==> config.mk <==
export PLATFORM = sky130hd
export DESIGN_NAME = mem_req_arbiter
export DESIGN_NICKNAME = d
export VERILOG_FILES = /design/src/rtl/mem_req_arbiter.sv
export SDC_FILE = /design/constraint.sdc
export NUM_CORES = 1
export LEC_CHECK = 0
export ABC_AREA = 0
export BUFFER_PORTS_ARGS = -buffer_cell sky130_fd_sc_hd__buf_2
export CAP_MARGIN = 20
export CORE_AREA = 4 4 326 328
export DETAILED_ROUTE_END_ITERATION = 8
export DIE_AREA = 0 0 330 332
export PLACE_DENSITY = 0.32
export SLEW_MARGIN = 15
export SYNTH_ARGS = -nofsm -noshare
export SYNTH_HDL_FRONTEND = slang
export SYNTH_SLANG_ARGS = --single-unit
==> constraint.sdc <==
create_clock -name clk_i -period 3.9 [get_ports clk_i]
set_input_delay 0.78 -clock clk_i [delete_from_list [all_inputs] [get_ports clk_i]]
set_output_delay 0.78 -clock clk_i [all_outputs]
set_load 0.05 [all_outputs]
==> src/rtl/mem_req_arbiter.sv <==
// N-to-1 round-robin arbiter for the req/gnt/rvalid memory protocol.
// Granted port IDs are queued so that in-order responses reach the right master.
module mem_req_arbiter #(
    parameter int NUM_PORTS       = 4,
    parameter int ADDRESS_SIZE    = 64,
    parameter int DATA_WIDTH      = 64,
    parameter int MAX_OUTSTANDING = 4,
    localparam int BE_W           = DATA_WIDTH / 8,
    localparam int CNT_W          = $clog2(MAX_OUTSTANDING + 1)
) (
    input  logic                           clk_i,
    input  logic                           rst_i,
    input  logic [NUM_PORTS-1:0]           port_req_i,
    input  logic [NUM_PORTS*ADDRESS_SIZE-1:0] port_address_i,
    input  logic [NUM_PORTS*DATA_WIDTH-1:0]   port_wdata_i,
    input  logic [NUM_PORTS-1:0]           port_we_i,
    input  logic [NUM_PORTS*BE_W-1:0]      port_be_i,
    output logic [NUM_PORTS-1:0]           port_gnt_o,
    output logic [NUM_PORTS-1:0]           port_rvalid_o,
    output logic [DATA_WIDTH-1:0]          port_rdata_o,
    output logic                           mem_req_o,
    output logic [ADDRESS_SIZE-1:0]        mem_address_o,
    output logic [DATA_WIDTH-1:0]          mem_wdata_o,
    output logic                           mem_we_o,
    output logic [BE_W-1:0]                mem_be_o,
    input  logic                           mem_gnt_i,
    input  logic                           mem_rvalid_i,
    input  logic [DATA_WIDTH-1:0]          mem_rdata_i,
    output logic [CNT_W-1:0]               outstanding_o,
    output logic                           err_o
);

    localparam int IDX_W = $clog2(NUM_PORTS);
    localparam int PTR_W = (MAX_OUTSTANDING > 1) ? $clog2(MAX_OUTSTANDING) : 1;

    logic [IDX_W-1:0] rr_ptr_q, rr_ptr_d;
    logic             lock_q, lock_d;
    logic [IDX_W-1:0] lock_port_q, lock_port_d;
    logic [PTR_W-1:0] wr_ptr_q, wr_ptr_d, rd_ptr_q, rd_ptr_d;
    logic [CNT_W-1:0] count_q, count_d;
    logic             err_q, err_d;
    logic [IDX_W-1:0] fifo_q [MAX_OUTSTANDING];

    logic [IDX_W-1:0] rr_sel, sel, idx, head;
    logic             found, has_req, full, grant, pop;

    function automatic logic [PTR_W-1:0] ptr_inc(input logic [PTR_W-1:0] p);
        return (p == PTR_W'(MAX_OUTSTANDING - 1)) ? '0 : p + 1'b1;
    endfunction

    // First requester at or after the round-robin pointer; a pending lock overrides it.
    always_comb begin
        found  = 1'b0;
        rr_sel = rr_ptr_q;
        idx    = '0;
        for (int i = 0; i < NUM_PORTS; i++) begin
            idx = IDX_W'((int'(rr_ptr_q) + i) % NUM_PORTS);
            if (!found && port_req_i[idx]) begin
                found  = 1'b1;
                rr_sel = idx;
            end
        end
        sel     = lock_q ? lock_port_q : rr_sel;
        has_req = found | lock_q;
        full    = (count_q == CNT_W'(MAX_OUTSTANDING));
        mem_req_o = has_req & ~full & ~rst_i;
        grant   = mem_req_o & mem_gnt_i;
        pop     = mem_rvalid_i & (count_q != '0) & ~rst_i;
        head    = fifo_q[rd_ptr_q];
    end

    always_comb begin
        mem_address_o = '0;
        mem_wdata_o   = '0;
        mem_we_o      = 1'b0;
        mem_be_o      = '0;
        if (mem_req_o) begin
            mem_address_o = port_address_i[sel*ADDRESS_SIZE +: ADDRESS_SIZE];
            mem_wdata_o   = port_wdata_i[sel*DATA_WIDTH +: DATA_WIDTH];
            mem_we_o      = port_we_i[sel];
            mem_be_o      = port_be_i[sel*BE_W +: BE_W];
        end
    end

    for (genvar gi = 0; gi < NUM_PORTS; gi++) begin : g_port
        assign port_gnt_o[gi]    = grant & (sel == IDX_W'(gi));
        assign port_rvalid_o[gi] = pop & (head == IDX_W'(gi));
    end

    assign port_rdata_o  = mem_rdata_i;
    assign outstanding_o = count_q;
    assign err_o         = err_q;

    always_comb begin
        rr_ptr_d    = rr_ptr_q;
        lock_d      = lock_q;
        lock_port_d = lock_port_q;
        wr_ptr_d    = wr_ptr_q;
        rd_ptr_d    = rd_ptr_q;
        count_d     = count_q;
        err_d       = err_q | (mem_rvalid_i & (count_q == '0));
        if (grant) begin
            rr_ptr_d = (sel == IDX_W'(NUM_PORTS - 1)) ? '0 : sel + 1'b1;
            lock_d   = 1'b0;
            wr_ptr_d = ptr_inc(wr_ptr_q);
        end else if (mem_req_o) begin
            lock_d      = 1'b1;
            lock_port_d = sel;
        end
        if (pop) begin
            rd_ptr_d = ptr_inc(rd_ptr_q);
        end
        case ({grant, pop})
            2'b10:   count_d = count_q + 1'b1;
            2'b01:   count_d = count_q - 1'b1;
            default: count_d = count_q;
        endcase
    end

    always_ff @(posedge clk_i or posedge rst_i) begin
        if (rst_i) begin
            rr_ptr_q    <= '0;
            lock_q      <= 1'b0;
            lock_port_q <= '0;
            wr_ptr_q    <= '0;
            rd_ptr_q    <= '0;
            count_q     <= '0;
            err_q       <= 1'b0;
        end else begin
            rr_ptr_q    <= rr_ptr_d;
            lock_q      <= lock_d;
            lock_port_q <= lock_port_d;
            wr_ptr_q    <= wr_ptr_d;
            rd_ptr_q    <= rd_ptr_d;
            count_q     <= count_d;
            err_q       <= err_d;
        end
    end

    // Storage needs no reset: only slots between the pointers are ever read.
    always_ff @(posedge clk_i) begin
        if (grant) begin
            fifo_q[wr_ptr_q] <= sel;
        end
    end

endmodule

### After elaboration in Yosys (flattened, before gate mapping)

Memory sizes are Yosys's and may differ from the RTL's.
Index checks and enable logic that the tools add are counted.

* input bits: 620
* memory bits (writable): 8
* output and inout port bits: 214
* logic and storage cells: 97
* register bits: 13
* memories kept: 1

* shift operators: 3
* add/subtract/negate cells: 8
* bitwise logic cells: 19
* equality and inequality tests: 11
* multiplexer cells: 30
* order comparisons: 5
* reduce and logical (&&, ||, !) cells: 13

Memories
* fifo_q: words 4, bits a word 2, read ports 1, clocked after memory_dff 0, write ports 1, line 42 `logic [IDX_W-1:0] fifo_q [MAX_OUTSTANDING];`

Operators with widths (number)
* $shiftx 256x9->64: 2
* $mux 64: 2
* $shiftx 32x6->8: 1
* $lt 2x3->1 const B: 5
* $and 1x1->1: 14
* $eq 2x2->1 const B: 7
* $mux 1: 14
* $mux 2: 7
* $bmux 1 s2: 5
* $add 2x1->2 const B: 4
* $mux 8: 1
* $eq 2x1->1 const B: 3
* $pmux 3 s2: 1
* $add 2x2->2 const B: 2
* $logic_not 2->1: 2
* $reduce_bool 2->1: 2
* $add 3x1->3 const B: 1
* $eq 3x3->1 const B: 1
* $logic_and 1x1->1: 3
* $logic_not 1->1: 3
* $logic_not 3->1: 1
* $not 1->1: 3
* $reduce_bool 3->1: 1
* $sub 3x1->3 const B: 1
* 2 further kinds: 3

### Logic depth before layout (Yosys ltp)

Gate-level depths: netlist (run 1).

* word-level depth: 18
* gate-level depth with buffers: 12
* mapped depth without buffers: 11

### Least setup slack after synthesis (run 1)

OpenSTA, ideal clock, no wires.

* path type: input port to output port
* start point: input rst_i
* end point: output port_gnt_o[0]
* arrival time: 2.726 ns
* slack: 0.394 ns
* path buffers: 1
* stages: 5
* data required time: 3.120 ns
* cells stage by stage: inv_1 > nand2_1 > o22ai_4 > clkbuf_1 > and3_1

* longest elaborated chain between the ends: 4

RTL lines
* start, declared: line 12 `input logic rst_i,`
* $not 1->1: line 66 `mem_req_o = has_req & ~full & ~rst_i;`
* $and 1x1->1: line 66
* net mem_req_o: line 21 `output logic mem_req_o,`
* $and 1x1->1: line 67 `grant = mem_req_o & mem_gnt_i;`
* $and 1x1->1: line 86 `assign port_gnt_o[gi] = grant & (sel == IDX_W'(gi));`
* end, declared: line 18 `output logic [NUM_PORTS-1:0] port_gnt_o,`

The timed path passes the listed nets, and every way through them passes these cells.

### Worst setup path in the final report (run 1)

* start point: input port_req_i[0]
* end point: output mem_wdata_o[11]

* elaborated cells between the ends (all ways): 27
* classes of those cells: shift: 1; mux: 17; bitwise: 3; reduce/logical: 6

RTL lines
* start, declared: line 13 `input logic [NUM_PORTS-1:0] port_req_i,`
* $bmux 1 s2: line 58 `if (!found && port_req_i[idx]) begin`
* $mux 1 (not written as such): line 58
* $mux 1: line 58
* $logic_not 1->1: line 58
* $logic_and 1x1->1: line 58
* $mux 1: line 58
* $logic_not 1->1: line 58
* $logic_and 1x1->1: line 58
* $mux 1: line 58
* $logic_not 1->1: line 58
* $logic_and 1x1->1: line 58
* $mux 2 (*): line 58
* $mux 2 (*): line 63 `sel = lock_q ? lock_port_q : rr_sel;`
* net sel[0]: line 44 `logic [IDX_W-1:0] rr_sel, sel, idx, head;`
* $shiftx 256x9->64 (*): line 79 `mem_wdata_o = port_wdata_i[sel*DATA_WIDTH +: DATA_WIDTH];`
* $mux 64 (*): line 77 `if (mem_req_o) begin`
* end, declared: line 23 `output logic [DATA_WIDTH-1:0] mem_wdata_o,`

The timed path passes the listed nets; every way through them passes the cells marked *. The select of a mux whose other input is x is not followed.

==> results of run 1 <==
sequential cells by signal (all words and copies together) (netlist names):
signal	count
rr_ptr_q	2
rd_ptr_q	2
wr_ptr_q	2
fifo_q	8
lock_q	1
outstanding_o	3
err_o	1
lock_port_q	2
through the flow:
step,util,instances,setup WS [ps]
floorplan,-,653,394.1
CTS,0.1203,2724,50.88
global route,0.1203,2725,31.94
finish,0.1204,2726,231.7
global placement,0.1195,2720,49.05
detailed placement,0.1195,2720,66.58
worst max-delay path by stage:
stage	from	endpoint	slack, ps	depth (start not counted)
after floorplan	rst_i	port_gnt_o[0]	390	5
after global placement	port_req_i[0]	mem_wdata_o[3]	50	10
after detailed placement	port_req_i[1]	mem_wdata_o[3]	70	10
after CTS	port_req_i[1]	mem_wdata_o[3]	50	10
after global routing	port_req_i[1]	mem_wdata_o[3]	30	10
final	port_req_i[0]	mem_wdata_o[11]	230	10
worst max-delay path, cell delays in order:
cell,delay (ps)
buf_2,140
nor2b_1,150
o21a_1,190
o41a_1,470
clkinv_2,120
nand2_8,100
buf_12,210
buf_12,170
o22ai_2,310
buf_12,190
report_power, final:
part,total (mW),switching [mW],leakage [nW],internal [mW]
Sequential,0.435,0.102,0.225,0.333
Combinational,12.7,8.07,6.01,4.61
Clock,0.221,0.0820,0.0382,0.139
Total,13.3,8.25,6.27,5.08
cells by family (layout without fill, tap and decap cells):
family                     after synthesis  in the layout  synth area share
adders and majority gates               11             11           0.02118
buffers and inverters                  140            831            0.1729
xor gates and xnor gates                 3              3          0.003834
muxes                                  284            284            0.4210
and+or+nand+nor                         39             39           0.03268
other                                    0              2                 0
AOI/OAI and AO/OA                      155            155            0.2660
DFF                                     21             21           0.08251
metal layers:
layer  track usage  vias to the layer above  wire (µm)
li1              -                     3854          -
met1       0.08548                     3638      17380
met2        0.1357                      469      22120
met3       0.02799                       68       5310
met4       0.01679                        8       1180
met5             0                        -         42
layout by cell type, fill, tap and decap left out, drive strengths merged:
| master | instances |
|---|---|
| a22o | 1 |
| diode | 2 |
| a21o | 4 |
| or2 | 1 |
| xnor2 | 1 |
| nand3 | 3 |
| nand2 | 6 |
| mux2 | 4 |
| fa | 1 |
| o211ai | 1 |
| o22ai | 138 |
| nor2b | 4 |
| mux4 | 3 |
| or4 | 1 |
| clkinv | 1 |
| nor2 | 7 |
| buf | 815 |
| xor2 | 2 |
| o41a | 1 |
| o21ai | 4 |
| clkbuf | 4 |
| and3 | 9 |
| a221oi | 1 |
| ha | 10 |
| mux2i | 277 |
| nor3b | 3 |
| nor3 | 2 |
| or2b | 1 |
| o21a | 2 |
| and2 | 1 |
| a21oi | 2 |
| edfxtp | 8 |
| dfrtp | 13 |
| inv | 11 |
| a221o | 1 |
| or3b | 1 |
area by class of cell:
cell class | instances | area, µm²
Fill cell | 11948 | 90780
Sequential cell | 21 | 565.5
Tap cell | 1380 | 1727
Multi-Input combinational cell | 492 | 5135
Timing Repair Buffer | 815 | 4865
Antenna cell | 2 | 5.005
Inverter | 12 | 46.29
Clock buffer | 4 | 78.83
==> flow_summary.yaml, run 1 <==
logic_synthesis:
  ys.flop_type: "dfrtp_1"
  yosysSeqAreaShare: 0.08251
  synth_area_leaders: "mux2i_1 40%, o22ai_2 24%, buf_4 8.2%"
  yosysUniqueCellTypes: 43
  synth_edf_count: 8
  syn-num-nets: 1284
  yosysWarnings: 0
  ys_ff_latch: 21
  synth.largest_area_cell: "mux2i_1"
  synthTopCellsByCount: "277 x mux2i_1, 130 x o22ai_2, 75 x buf_4"
  synth_area_um2: 6854
  async_flop_share: 0.6190
  syn_inst: 653
  avgSynthCellArea_um2: 10.50
  synth_top_area_share: 0.4045
  yosysMostFrequentCell: "mux2i_1"
cts:
  cts.clk_slew.worst_paths_ps: 60
  htree_levels: 1
  clockBufferDepth: 2
  post-cts-setup-buffers: 0
  cts_resized: 0
  cts.sinks: 21
  cts_tree: "done"
  holdBufCountCts: 0
  clkLatencyLatePin_ps: 250
  root_buffer: "clkbuf_16"
  cts_made_buffers: 3
detailed_routing:
  ant_nets: 0
  drt_iter0_markers: 270
  wire_per_inst_um: 16.89
  drc: 0
  viasPerCell: 2.948
  num_vias: 8037
  drtPass1Iterations: 4
  wirelength_mm: 46.03
setup_path:
  critPathCaptureType: "output pin"
  path_max_fanout: 13
  reg2reg_to: "outstanding_o[2]"
  crit_arrival_ps: 2890
  r2r-start: "rr_ptr_q[1]"
  crit_required_ps: 3120
  ff2ff_setup_slack_ps: 870
  rr_worst_depth: 12
  cp-start-kind: "input port"
  worstSetupPathType: "in2out"
layout:
  postLayoutCellArea_um2: 12420
  syn_to_final_growth_pct: 81.23
  drive_gt1_frac: 0.7173
  num-nets-final: 1976
power_and_ir_drop:
  ir_drop_mv: 0.4991
  finalPower_mw: 13.34
  p_leak_nw: 6.269
  p_per_area_nw_per_um2: 1074
floorplan:
  die_h_um: 332
  num_io_pins: 834
  row_count: 118
  core_um2: 103200
  dieArea_um2: 109600
  start_util: 0.06641
  die_x_um: 330
sta:
  min_period_ps: 3668
  slew_headroom: 0.5986
  drv_slew: 0
  worst_pin_slew_ps: 611.0
  rsz0062_at_grt: "no"
  finalClockSkew_ps: 2.796
  hold_viol: 0
  setup_viol: 0
  fin_crit_sh: 0.9406
  max_freq_mhz: 272.6
  setup_tns_ps: 0
  whs_ps: 473.5
place:
  dp.final_hpwl_mm: 41.74
  numPortBuffers: 705
  dpl-instance-area_um2: 12330
  gp_congestion: 0.8083
worst_hold_path:
  min_from: "err_o"
  holdPathEnd: "err_o"
  whs_path_depth: 1
  min_path_type: "reg2reg"
global_route:
  grt_max_degree: 37
  antenna_found_initial: 17
  grt_pass1_vias: 8292
  grt_overflow: 0
  grt_usage: 0.07588
  grt_pass1_wl_mm: 59.97
status:
  status: "finished clean"
job:
  drv_cap: 0
Note: power is estimated with default switching activity, not from simulation.
==> run 2: changes to the inputs <==
--- a/config.mk
+++ b/config.mk
@@ -7,7 +7,7 @@
 export LEC_CHECK = 0
 export ABC_AREA = 0
 export BUFFER_PORTS_ARGS = -buffer_cell sky130_fd_sc_hd__buf_2
-export CAP_MARGIN = 20
+export CAP_MARGIN = 0
 export CORE_AREA = 4 4 326 328
 export DETAILED_ROUTE_END_ITERATION = 8
 export DIE_AREA = 0 0 330 332
==> constraint.sdc (replaced) <==
create_clock -name clk_i -period 3.9 [get_ports clk_i]
set_input_delay 0.39 -clock clk_i [delete_from_list [all_inputs] [get_ports clk_i]]
set_output_delay 0.39 -clock clk_i [all_outputs]
set_load 0.05 [all_outputs]
==> run 2 against run 1 <==
Worst hold slack got worse by 340 ps. Die area unchanged. Final area decreased by 5.9%. First-iteration DRC count decreased by 14%. Sequential cell count is the same. Sequential power is 1% lower.
==> flow_summary.yaml, run 2 (synthesis gave the netlist of run 1 again) <==
power_and_ir_drop:
  p_int_mw: 4.224
  clkPwrFrac: 0.018
  p_per_area_nw_per_um2: 1049
  finalPower_mw: 12.26
  power_frac_comb: 0.947
  swShare: 0.6555
  ir_drop_mv: 0.6253
  power.net_switching_mw: 8.038
  p_leak_nw: 5.915
  seq_power_share: 0.035
sta:
  min_period_ps: 3589
  hold_viol: 0
  worst_pin_slew_ps: 613.1
  max_freq_mhz: 278.7
  whs_ps: 129.9
  drv_slew: 0
  setup_viol: 0
  rsz0062_at_grt: "no"
  slew_headroom: 0.5796
  fin_ws_ps: 311.3
  finalClockSkew_ps: 2.242
  setup_tns_ps: 0
  fin_crit_sh: 0.9202
global_route:
  grt_max_degree: 60
  grt_pass1_vias: 8206
  grt_pass1_wl_mm: 59.06
  grt_overflow: 0
  grt_usage: 0.07508
  antenna_found_initial: 16
floorplan:
  die_x_um: 330
  core_um2: 103200
  start_util: 0.06641
  row_count: 118
  num_io_pins: 834
  dieArea_um2: 109600
  die_h_um: 332
detailed_routing:
  top_layer: "met5"
  wl_met2_mm: 22.04
  drt_iter0_markers: 232
  dr_wl_met3_mm: 5.167
  wirelength_mm: 45.58
  num_vias: 7799
  viasPerCell: 2.908
  ant_nets: 0
  wire_per_inst_um: 16.99
  m1WireLength_mm: 17.12
  drtPass1Iterations: 6
  drc: 0
cts:
  cts_made_buffers: 3
  htree_levels: 1
  holdBufCountCts: 0
  cts.sinks: 21
  post-cts-setup-buffers: 0
  cts_tree: "done"
  clkLatencyLatePin_ps: 250
  cts.clk_slew.worst_paths_ps: 60
  cts_resized: 0
  root_buffer: "clkbuf_16"
  clockBufferDepth: 2
layout:
  final_cells: 2682
  syn_to_final_growth_pct: 70.52
  num-nets-final: 1925
  postLayoutCellArea_um2: 11690
  final_cell_mix: "702 x buf_2, 277 x mux2i_1, 130 x o22ai_2, 51 x buf_4, 13 x dfrtp_1"
  largest-register: "fifo_q"
  postLayoutCoreUtil: 0.1132
  drive_gt1_frac: 0.7053
  largest_reg_flops: 8
  final_common_cell: "buf_2"
place:
  dpl-instance-area_um2: 11590
  numPortBuffers: 705
  dp_cells: 2669
  pre_cts_ws_ps: 422.7
  gp_congestion: 0.8337
  dp.final_hpwl_mm: 40.90
setup_path:
  critPathCaptureType: "output pin"
  ff2ff_setup_slack_ps: 1020
  path_max_fanout: 48
  crit_arrival_ps: 3200
  cp-start-kind: "flop"
  crit_required_ps: 3510
  reg2reg_to: "outstanding_o[2]"
  rr_worst_depth: 11
  r2r-start: "rr_ptr_q[1]"
  worstSetupPathType: "reg2out"
status:
  status: "finished clean"
job:
  drv_cap: 0
worst_hold_path:
  min_path_type: "in2async"
[run 2: layout make-up]
| class | instances | area, µm² |
|---|---|---|
| multi-input combinational | 492 | 5131 |
| antenna | 9 | 22.52 |
| timing repair buffer | 764 | 4116 |
| clock buffer | 4 | 78.83 |
| fill | 12023 | 91510 |
| sequential | 21 | 565.5 |
| inverter | 12 | 46.29 |
| tap | 1380 | 1727 |
[run 2: worst max-delay path by stage]
| stage | start | end | depth (start not counted) |
|---|---|---|---|
| 4_1_cts | rr_ptr_q[1] | mem_we_o | 7 |
| 3_5_place_dp | rst_i | mem_we_o | 8 |
| 2_1_floorplan | outstanding_o[0] | port_rvalid_o[0] | 3 |
| 5_1_grt | rr_ptr_q[1] | mem_we_o | 7 |
| 3_3_place_gp | port_req_i[0] | mem_we_o | 9 |
| 6_report | rr_ptr_q[1] | mem_we_o | 7 |
[run 2: metal layers]
metal  up-vias  GRT usage
met5         -          0
met4         4    0.01744
met3        64    0.02340
met2       474     0.1360
met1      3502    0.08552
li1       3755          -
[run 2: power by group through the flow]
stage | Sequential, mW | Combinational (mW) | Clock [mW]
2_1_floorplan | 0.469 | 9.22 | 0
3_3_place_gp | 0.440 | 11.9 | 0
3_5_place_dp | 0.436 | 11.8 | 0
4_1_cts | 0.433 | 11.9 | 0.221
5_1_grt | 0.448 | 12.3 | 0.232
6_report | 0.430 | 11.6 | 0.218
[run 2: worst max-delay path, stage by stage (launching register included)]
cell,delay (ps)
dfrtp_1,490
mux4_2,380
nor2_1,60
o22ai_4,490
nand2_8,340
buf_12,310
o22ai_1,470
buf_2,370
